--- src/rtl/uart_rx_deframer.sv ---
// uart_rx_deframer: odd-parity UART frame receiver with start-glitch rejection, break lockout and ack handshake
module uart_rx_deframer #(
  parameter int CLKS_PER_BIT = 1
) (
  input  logic       clock,
  input  logic       reset,
  input  logic       rxd,
  input  logic       notify,
  output logic [7:0] data_out,
  output logic       valid,
  output logic       parity_error,
  output logic       frame_error,
  output logic       overrun
);
  localparam int HALF = (CLKS_PER_BIT - 1) / 2;
  localparam int W = CLKS_PER_BIT > 1 ? $clog2(CLKS_PER_BIT) : 1;
  localparam logic [W-1:0] RELOAD = W'(CLKS_PER_BIT - 1);
  localparam logic [W-1:0] HALF_M1 = W'(HALF > 0 ? HALF - 1 : 0);
  typedef enum logic [2:0] {IDLE, START, DATA, PARITY, STOP} state_t;
  state_t state;
  logic rxd_m, rxd_s, notify_m, notify_s, notify_d, ack, armed, par, sample;
  logic [W-1:0] cnt;
  logic [2:0] idx;
  logic [7:0] shift;
  assign sample = cnt == '0;
  always_ff @(posedge clock or negedge reset)
    if (!reset) begin
      rxd_m <= 1'b0;
      rxd_s <= 1'b0;
      notify_m <= 1'b0;
      notify_s <= 1'b0;
      notify_d <= 1'b0;
      ack <= 1'b0;
    end else begin
      rxd_m <= rxd;
      rxd_s <= rxd_m;
      notify_m <= notify;
      notify_s <= notify_m;
      notify_d <= notify_s;
      ack <= notify_s & ~notify_d;
    end
  // completion assignments sit after the ack clear so a coincident frame wins
  always_ff @(posedge clock or negedge reset)
    if (!reset) begin
      state <= IDLE;
      armed <= 1'b0;
      cnt <= '0;
      idx <= '0;
      shift <= '0;
      par <= 1'b0;
      data_out <= '0;
      valid <= 1'b0;
      parity_error <= 1'b0;
      frame_error <= 1'b0;
      overrun <= 1'b0;
    end else begin
      if (ack) begin
        valid <= 1'b0;
        overrun <= 1'b0;
      end
      case (state)
        IDLE:
          if (!armed) armed <= rxd_s;
          else if (!rxd_s) begin
            state <= HALF == 0 ? DATA : START;
            cnt <= HALF == 0 ? RELOAD : HALF_M1;
            idx <= '0;
          end
        START:
          if (!sample) cnt <= cnt - W'(1);
          else if (rxd_s) state <= IDLE;
          else begin
            state <= DATA;
            cnt <= RELOAD;
            idx <= '0;
          end
        DATA:
          if (!sample) cnt <= cnt - W'(1);
          else begin
            shift[idx] <= rxd_s;
            cnt <= RELOAD;
            idx <= idx + 3'd1;
            if (idx == 3'd7) state <= PARITY;
          end
        PARITY:
          if (!sample) cnt <= cnt - W'(1);
          else begin
            par <= rxd_s;
            cnt <= RELOAD;
            state <= STOP;
          end
        STOP:
          if (!sample) cnt <= cnt - W'(1);
          else begin
            state <= IDLE;
            data_out <= shift;
            parity_error <= ~^{par, shift};
            frame_error <= ~rxd_s;
            valid <= 1'b1;
            overrun <= ~ack & (overrun | valid);
            if (!rxd_s) armed <= 1'b0;
          end
        default: state <= IDLE;
      endcase
    end
endmodule

--- config.mk ---
export PLATFORM = sky130hd
export DESIGN_NAME = uart_rx_deframer
export DESIGN_NICKNAME = d
export VERILOG_FILES = /design/src/rtl/uart_rx_deframer.sv
export SDC_FILE = /design/constraint.sdc
export NUM_CORES = 1
export LEC_CHECK = 0
export CAP_MARGIN = 5
export CORE_AREA = 2 2 61 63
export CTS_BUF_LIST = sky130_fd_sc_hd__clkbuf_4
export DETAILED_ROUTE_END_ITERATION = 8
export DIE_AREA = 0 0 63 65
export PLACE_DENSITY = 0.57
export SYNTH_ARGS = -nofsm -noshare
export SYNTH_HDL_FRONTEND = slang
export SYNTH_SLANG_ARGS = --single-unit
--- constraint.sdc ---
create_clock -name clock -period 2.31 [get_ports clock]
set_input_delay 0.231 -clock clock [delete_from_list [all_inputs] [get_ports clock]]
set_output_delay 0.231 -clock clock [all_outputs]
set_load 0.03 [all_outputs]
# --- Yosys cells after proc, flatten, opt, wreduce, memory -nomap -nowiden ---
# Index checks and enable logic that the tools add are counted.
# W data, S select, Z words.
totals:
  out_inout_bits: 12
  reg_bits: 35
  wordCells: 85
  input_bits: 4
classes:
  magnitude_cmp: 2
  addsub: 2
  n_eq_ne: 13
  n_reduce_logical: 14
  muxes: 30
  bitwise: 7
ops:
  columns: ["operator", "n"]
  rows:
  - ["$mux W3", 11]
  - ["$ne A2 B2 Y1 const B", 8]
  - ["$pmux W3 S5", 1]
  - ["$mux W1", 12]
  - ["$pmux W3 S3", 1]
  - ["$reduce_xnor A9 Y1", 1]
  - ["$bwmux W8", 1]
  - ["$reduce_and A7 Y1", 1]
  - ["$eq A3 B2 Y1 const B", 2]
  - ["$eq A3 B3 Y1 const B", 2]
  - ["$reduce_and A2 Y1", 3]
  - ["$reduce_and A3 Y1", 2]
  - ["$lt A3 B4 Y1 const B", 1]
  - ["$not A1 Y1", 4]
  - ["$pmux W1 S2", 2]
  - ["$reduce_and A4 Y1", 1]
  - ["$reduce_bool A2 Y1", 2]
  - ["$reduce_or A4 Y1", 1]
  - ["$add A3 B1 Y3 const B", 1]
  - ["$demux W1 S3", 1]
  - ["$eq A3 B1 Y1 const B", 1]
  - ["$ge A3 B1 Y1 const B", 1]
  - ["$logic_not A3 Y1", 1]
  - ["$reduce_bool A3 Y1", 1]
  - ["other kinds (5)", 6]

# --- Logic depth before layout (Yosys ltp) ---
# Gate-level depths: netlist of the first run.
logic_depth:
  word_depth: 5
  ltp_mapped: 5
  depth_no_buf: 4

# --- Least setup slack after synthesis of the first run ---
# No wires, ideal clock.
synth_path:
  kind: "register to register"
  start: "register state[0]"
  end: "register shift[6]"
  path_buffers: 0
  required_time_ps: 2185
  arrival_ps: 1246
  stages_incl_launch_ff: 5
  period_less_slack_ps: 1371
  setup_time_ps: 125
  setup_slack_ps: 939
  cell_sequence: "dfrtp_1 > nor3b_4 > and2b_4 > nand3_2 > mux2_4"
synth_between:
  elab_chain_len: 2
synth_lines:
  columns: ["item", "line_no", "text"]
  rows:
  - ["from (decl)", "20", "state_t state;"]
  - ["from (signal assigned)", "65", "state <= HALF == 0 ? DATA : START;"]
  - ["$eq A3 B2 Y1", "61", "case (state)"]
  - ["$reduce_and A2 Y1 (no line)", null, null]
  - ["to (signal, indexed assignment)", "80", "shift[idx] <= rxd_s;"]
  - ["to (decl)", "24", "logic [7:0] shift;"]
# Every way passes these cells.
# A chain may end at the register's enable or synchronous reset.

# --- Worst setup path in the final report of the first run ---
layout_path:
  start: "register valid"
  end: "output port valid"
layout_lines:
  columns: ["item", "line_no", "text"]
  rows:
  - ["from (decl)", "10", "output logic valid,"]
  - ["from (signal assigned)", "52", "valid <= 1'b0;"]
  - ["from (signal assigned)", "58", "valid <= 1'b0;"]
  - ["from (signal assigned)", "99", "valid <= 1'b1;"]
# No word-level cell between the ends.

==> results.cfg, run 1 <==
[setup_path]
crit_path_top_delay_cell = clkdlybuf4s50_1
critPathMaxStageDelay_ps = 680
worstPathRequired_ps = 2080
crit_path_end_kind = output port
crit_type = reg2out
critPathMaxFanout = 3
crit_family = buffers and inverters
worstPathArrival_ps = 1380
start_kind = register
crit_chain = clkdlybuf4s50_1
cp_num_buf_inv = 1

[synth]
yosys.area.top_type_share_pct = 60.7
seq_area_frac_synth_pct = 60.7
synth_area_leaders = dfrtp_1 (61%), mux2_2 (9.6%), mux2_4 (5.4%), xnor2_1 (3.1%), nand2_1 (2.4%)
yosysMostFrequentCell = dfrtp_1
synth_area_um2 = 1400
synthArstFlopShare_pct = 100
synth_ff_type = dfrtp_1
yosysUniqueCellTypes = 24
synth-edff-count = 0
synthTopCellsByCount = dfrtp_1 (34), mux2_2 (12), nand2_1 (9)
syn-num-nets = 106
netlist_instances = 100
synth_area_per_cell_um2 = 14.0
synth_top_area_cell = dfrtp_1
ys_warn_count = 0
synth_seq_cells = 34

[power_and_ir_drop]
p_int_w = 0.00149
switching_share_pct = 34.1
seqPwrFrac_pct = 42.7
p_comb_share_pct = 45.0
switchingPower_w = 0.000773
p_leak_nw = 0.753
power.ir.vdd_worst_uv = 636
finalPower_w = 0.00227
p_per_area_nw_per_um2 = 1370
clockPowerShare_pct = 12.3

[cts]
clk_path_buf_depth = 2
clock_latency_ps = 320
cts_htree_levels = 2
root_buffer = clkbuf_4
cts_tree = done
clock-sinks = 34
cts_hold_buf = 0
path_clk_slew_ps = 90
cts_setup_buffers = 0
cts.repair.resized = 0
cts_made_buffers = 5

[placed_design]
place_inst = 162
dpl_cell_area_um2 = 1610
hpwl_mm = 1.45
io_buffers = 15
globalplace.congestion = 0.678

[layout]
fin_area_um2 = 1650
fill_cells = 342
diodes = 0
drive_above_1_share_pct = 27.5
layout.nets = 127
areaGrowthSynthToFinish_pct = 17.8
fin_cells = 168

[timing]
fin_skew_ps = 5.82
tightest_slew_ps = 474
rsz0062_at_grt = no
max_freq_mhz = 619
slew_headroom_pct = 68.1
fin_crit_sh_pct = 69.9
tns_ps = 0
slew_violations = 0
setup_viol = 0
layout_min_cycle_time_ps = 1620
hold_viol_final = 0

[route]
drt_drc_violations_left = 0
vias = 771
drt_iter0_markers = 16
wl_mm = 2.07
vias_per_cell = 4.59
route.antenna.remaining_nets = 0
firstDrtPassIters = 4
wire_per_inst_um = 12.3

[floorplan]
die_w_um = 63
die_h_um = 65
dieArea_um2 = 4100
start_util_pct = 40.1
core-area_um2 = 3500
io_pins = 16
std_cell_rows = 22

[outcome]
status = finished clean

[global_route]
antenna_found_initial = 0
grt_pass1_wl_mm = 3.74
grt_max_degree = 35
first_global_vias = 763
overflow = 0
track_usage_pct = 12.2

[min_path]
hold_class = in2async

[flow_run]
drv_cap = 0
metrics by stage:
stage	util, %	hold slack [ps]	setup slack, ps
final	47.2	301	694
after global routing	47.2	319	635
after CTS	47.2	315	674
after detailed placement	46.1	335	827
after global placement	46.1	333	839
after floorplan	-	-64.6	939
registers in the layout, indices dropped and copies added (netlist names):
name          cells
ack               1
armed             1
data_out          8
frame_error       1
idx               3
notify_d          1
notify_m          1
notify_s          1
overrun           1
par               1
parity_error      1
rxd_m             1
rxd_s             1
shift             8
state             3
valid             1
cell families (layout without fill, tap and decap cells):
kind of cell,after synthesis,count (layout),share of synthesized area [%]
multiplexers,17,17,15.0
AND/OR/NAND/NOR,24,24,10.4
XOR/XNOR,7,7,5.35
adder cells (fa/ha/maj),2,2,1.78
flip-flops,34,34,60.7
AO/OA/AOI/OAI,12,12,5.53
buffers and inverters,4,24,1.25
final timing paths:
| path | startpoint | end | slack, ps | depth (start not counted) |
|---|---|---|---|---|
| max | valid | valid | 690 | 1 |
| min | reset | frame_error | 300 | 2 |
| max reg2reg | state[2] | shift[4] | 820 | 4 |
| min reg2reg | rxd_m | rxd_s | 350 | 0 |
| max in group asynchronous | reset | shift[2] | 1700 | 2 |
| min in group clock | rxd | rxd_m | 350 | 1 |
placed cells by master (no fill, tap or decap):
cell type	instances
clkinv_1	1
mux2_4	5
nor2_1	5
clkbuf_4	5
nor2b_1	3
and2b_4	1
nand3_2	2
clkdlybuf4s50_1	15
nand2_1	9
a21oi_1	2
a21o_2	1
and2_2	1
a22o_2	2
o21ai_0	5
and3b_2	1
xnor2_1	5
mux2_2	12
inv_1	2
ha_1	2
xor2_1	1
dfrtp_1	34
and2_4	1
a31oi_1	1
buf_4	1
o31ai_1	1
nor3b_4	1
xnor3_1	1
final cells by class:
cell class,count,area [µm²],share of cell area (%)
Sequential cell,34,851,51.5
Multi-Input combinational cell,62,534,32.3
Timing Repair Buffer,16,158,9.55
Tap cell,48,60.1,3.64
Clock buffer,5,37.5,2.27
Inverter,2,7.51,0.455
Clock inverter,1,3.75,0.227
power groups by stage:
stage	logic, W	registers [W]	clock network [W]
final	0.00102	0.000968	0.000277
after global routing	0.00112	0.00101	0.000326
after CTS	0.00104	0.000973	0.000293
after detailed placement	0.00103	0.000985	0
after global placement	0.00102	0.000975	0
after floorplan	0.000672	0.00107	0
per-layer routing:
metal	vias to the layer above	wire length, µm	global-route usage, %
li1	382	-	-
met1	370	1020	16.1
met2	13	903	17.3
met3	6	101	4.86
met4	0	42	5.83
met5	-	0	0
(Power assumes the default switching activity.)
==> inputs of run 2 (changes only) <==
==> constraint.sdc (replaced) <==
create_clock -name clock -period 1.6 [get_ports clock]
set_input_delay 0.16 -clock clock [delete_from_list [all_inputs] [get_ports clock]]
set_output_delay 0.16 -clock clock [all_outputs]
set_load 0.03 [all_outputs]
==> run 2 against run 1 <==
Effect of this change: non-clock buffer count is 2 higher; setup slack got worse by 630 ps; clock skew about the same; register-to-register slack got worse by 690 ps; die area is the same; utilization rose by 1.1 points; cell area grew 2.3%; critical path depth is the same; largest cell class unchanged.
==> results.cfg, run 2 (synthesis results as in run 1) <==
[cts]
cts_hold_buf = 0
cts_setup_buffers = 0
cts.repair.resized = 0
clock_latency_ps = 320
root_buffer = clkbuf_4
path_clk_slew_ps = 90
cts_made_buffers = 5
cts_htree_levels = 2
clock-sinks = 34
clk_path_buf_depth = 2
cts_tree = done

[layout]
layout_commonest_cell = dfrtp_1
layout.nets = 129
reg_top3 = data_out x8, shift x8
diodes = 0
drive_above_1_share_pct = 30.1
areaGrowthSynthToFinish_pct = 20.5
final_cell_mix = dfrtp_1 (34), clkdlybuf4s50_1 (15), mux2_2 (12), nand2_1 (9), clkbuf_4 (7)

[outcome]
status = finished clean

[route]
firstDrtPassIters = 4
route.antenna.remaining_nets = 0
vias = 791
vias_per_cell = 4.63
drt_iter0_markers = 19
wl_mm = 2.11
wire_per_inst_um = 12.3
drt_drc_violations_left = 0

[setup_path]
critPathMaxStageDelay_ps = 680
worstPathArrival_ps = 1380
crit_type = reg2out
crit_family = buffers and inverters
start_kind = register
crit_path_top_delay_cell = clkdlybuf4s50_1
crit_path_end_kind = output port
cp_num_buf_inv = 1
worstPathRequired_ps = 1440
crit_chain = clkdlybuf4s50_1
critPathMaxFanout = 3

[floorplan]
io_pins = 16
dieArea_um2 = 4100
die_h_um = 65
die_w_um = 63
std_cell_rows = 22
start_util_pct = 40.1
core-area_um2 = 3500

[timing]
max_freq_mhz = 650
layout_min_cycle_time_ps = 1540
tns_ps = 0
fin_skew_ps = 5.70
rsz0062_at_grt = no
tightest_slew_ps = 508
slew_violations = 0
fin_crit_sh_pct = 96.2
fin_ws_ps = 61.1
setup_viol = 0
slew_headroom_pct = 65.8
hold_viol_final = 0

[global_route]
overflow = 0
first_global_vias = 780
antenna_found_initial = 0
track_usage_pct = 12.6
grt_pass1_wl_mm = 3.75
grt_max_degree = 35

[flow_run]
drv_cap = 0

[placed_design]
hpwl_mm = 1.45
post-place-ws_ps = 130
io_buffers = 15
globalplace.congestion = 0.667

[min_path]
hold_class = in2async

[power_and_ir_drop]
p_leak_nw = 0.776
p_per_area_nw_per_um2 = 1970
power.ir.vdd_worst_uv = 715
-- run 2: changes by cell type in the layout (fill, tap and decap cells not counted) --
cell / change
clkbuf_4: +2
buf_12: +1
buf_4: +1
clkinv_1: -1
-- run 2: worst paths after layout --
path	start	cells past startpoint	end	slack (ps)
worst max-delay path	valid	1	valid	60
worst min-delay path	reset	2	shift[6]	240
worst max register to register	state[0]	4	shift[2]	130
worst min register to register	rxd_m	0	rxd_s	360
max in group asynchronous	reset	2	state[2]	1060
min in group clock	rxd	1	rxd_m	270
-- run 2: layout make-up --
class / instances / area (µm²)
fillers: 326 / 1810
inverters: 2 / 7.51
flip-flops and latches: 34 / 851
clock buffers: 7 / 52.6
well taps: 48 / 60.1
repair buffers: 18 / 185
multi-input cells: 62 / 534
-- run 2: where the power goes --
group	internal, W	switching (W)
clock	0.000199	0.000253
combinational	0.000873	0.000612
sequential	0.00114	0.000246
total	0.00221	0.00111
-- run 2: metal layers --
layer	vias up	share of wire (%)	GRT usage [%]
li1	389	-	-
met1	383	47	15.7
met2	15	46	18.4
met3	4	4.7	5.90
met4	0	1.7	5.83
met5	-	0	0
-- run 2: stage by stage --
step	power [W]	instances	instance area [µm²]	utilization, %	hold slack, ps
final	0.00332	171	1690	48.4	244
after global routing	0.00359	171	1690	48.4	247
after CTS	0.00338	171	1690	48.4	243
after detailed placement	0.00292	164	1640	46.9	339
after global placement	0.00288	164	1640	46.9	332
after floorplan	0.00252	100	1400	-	-136
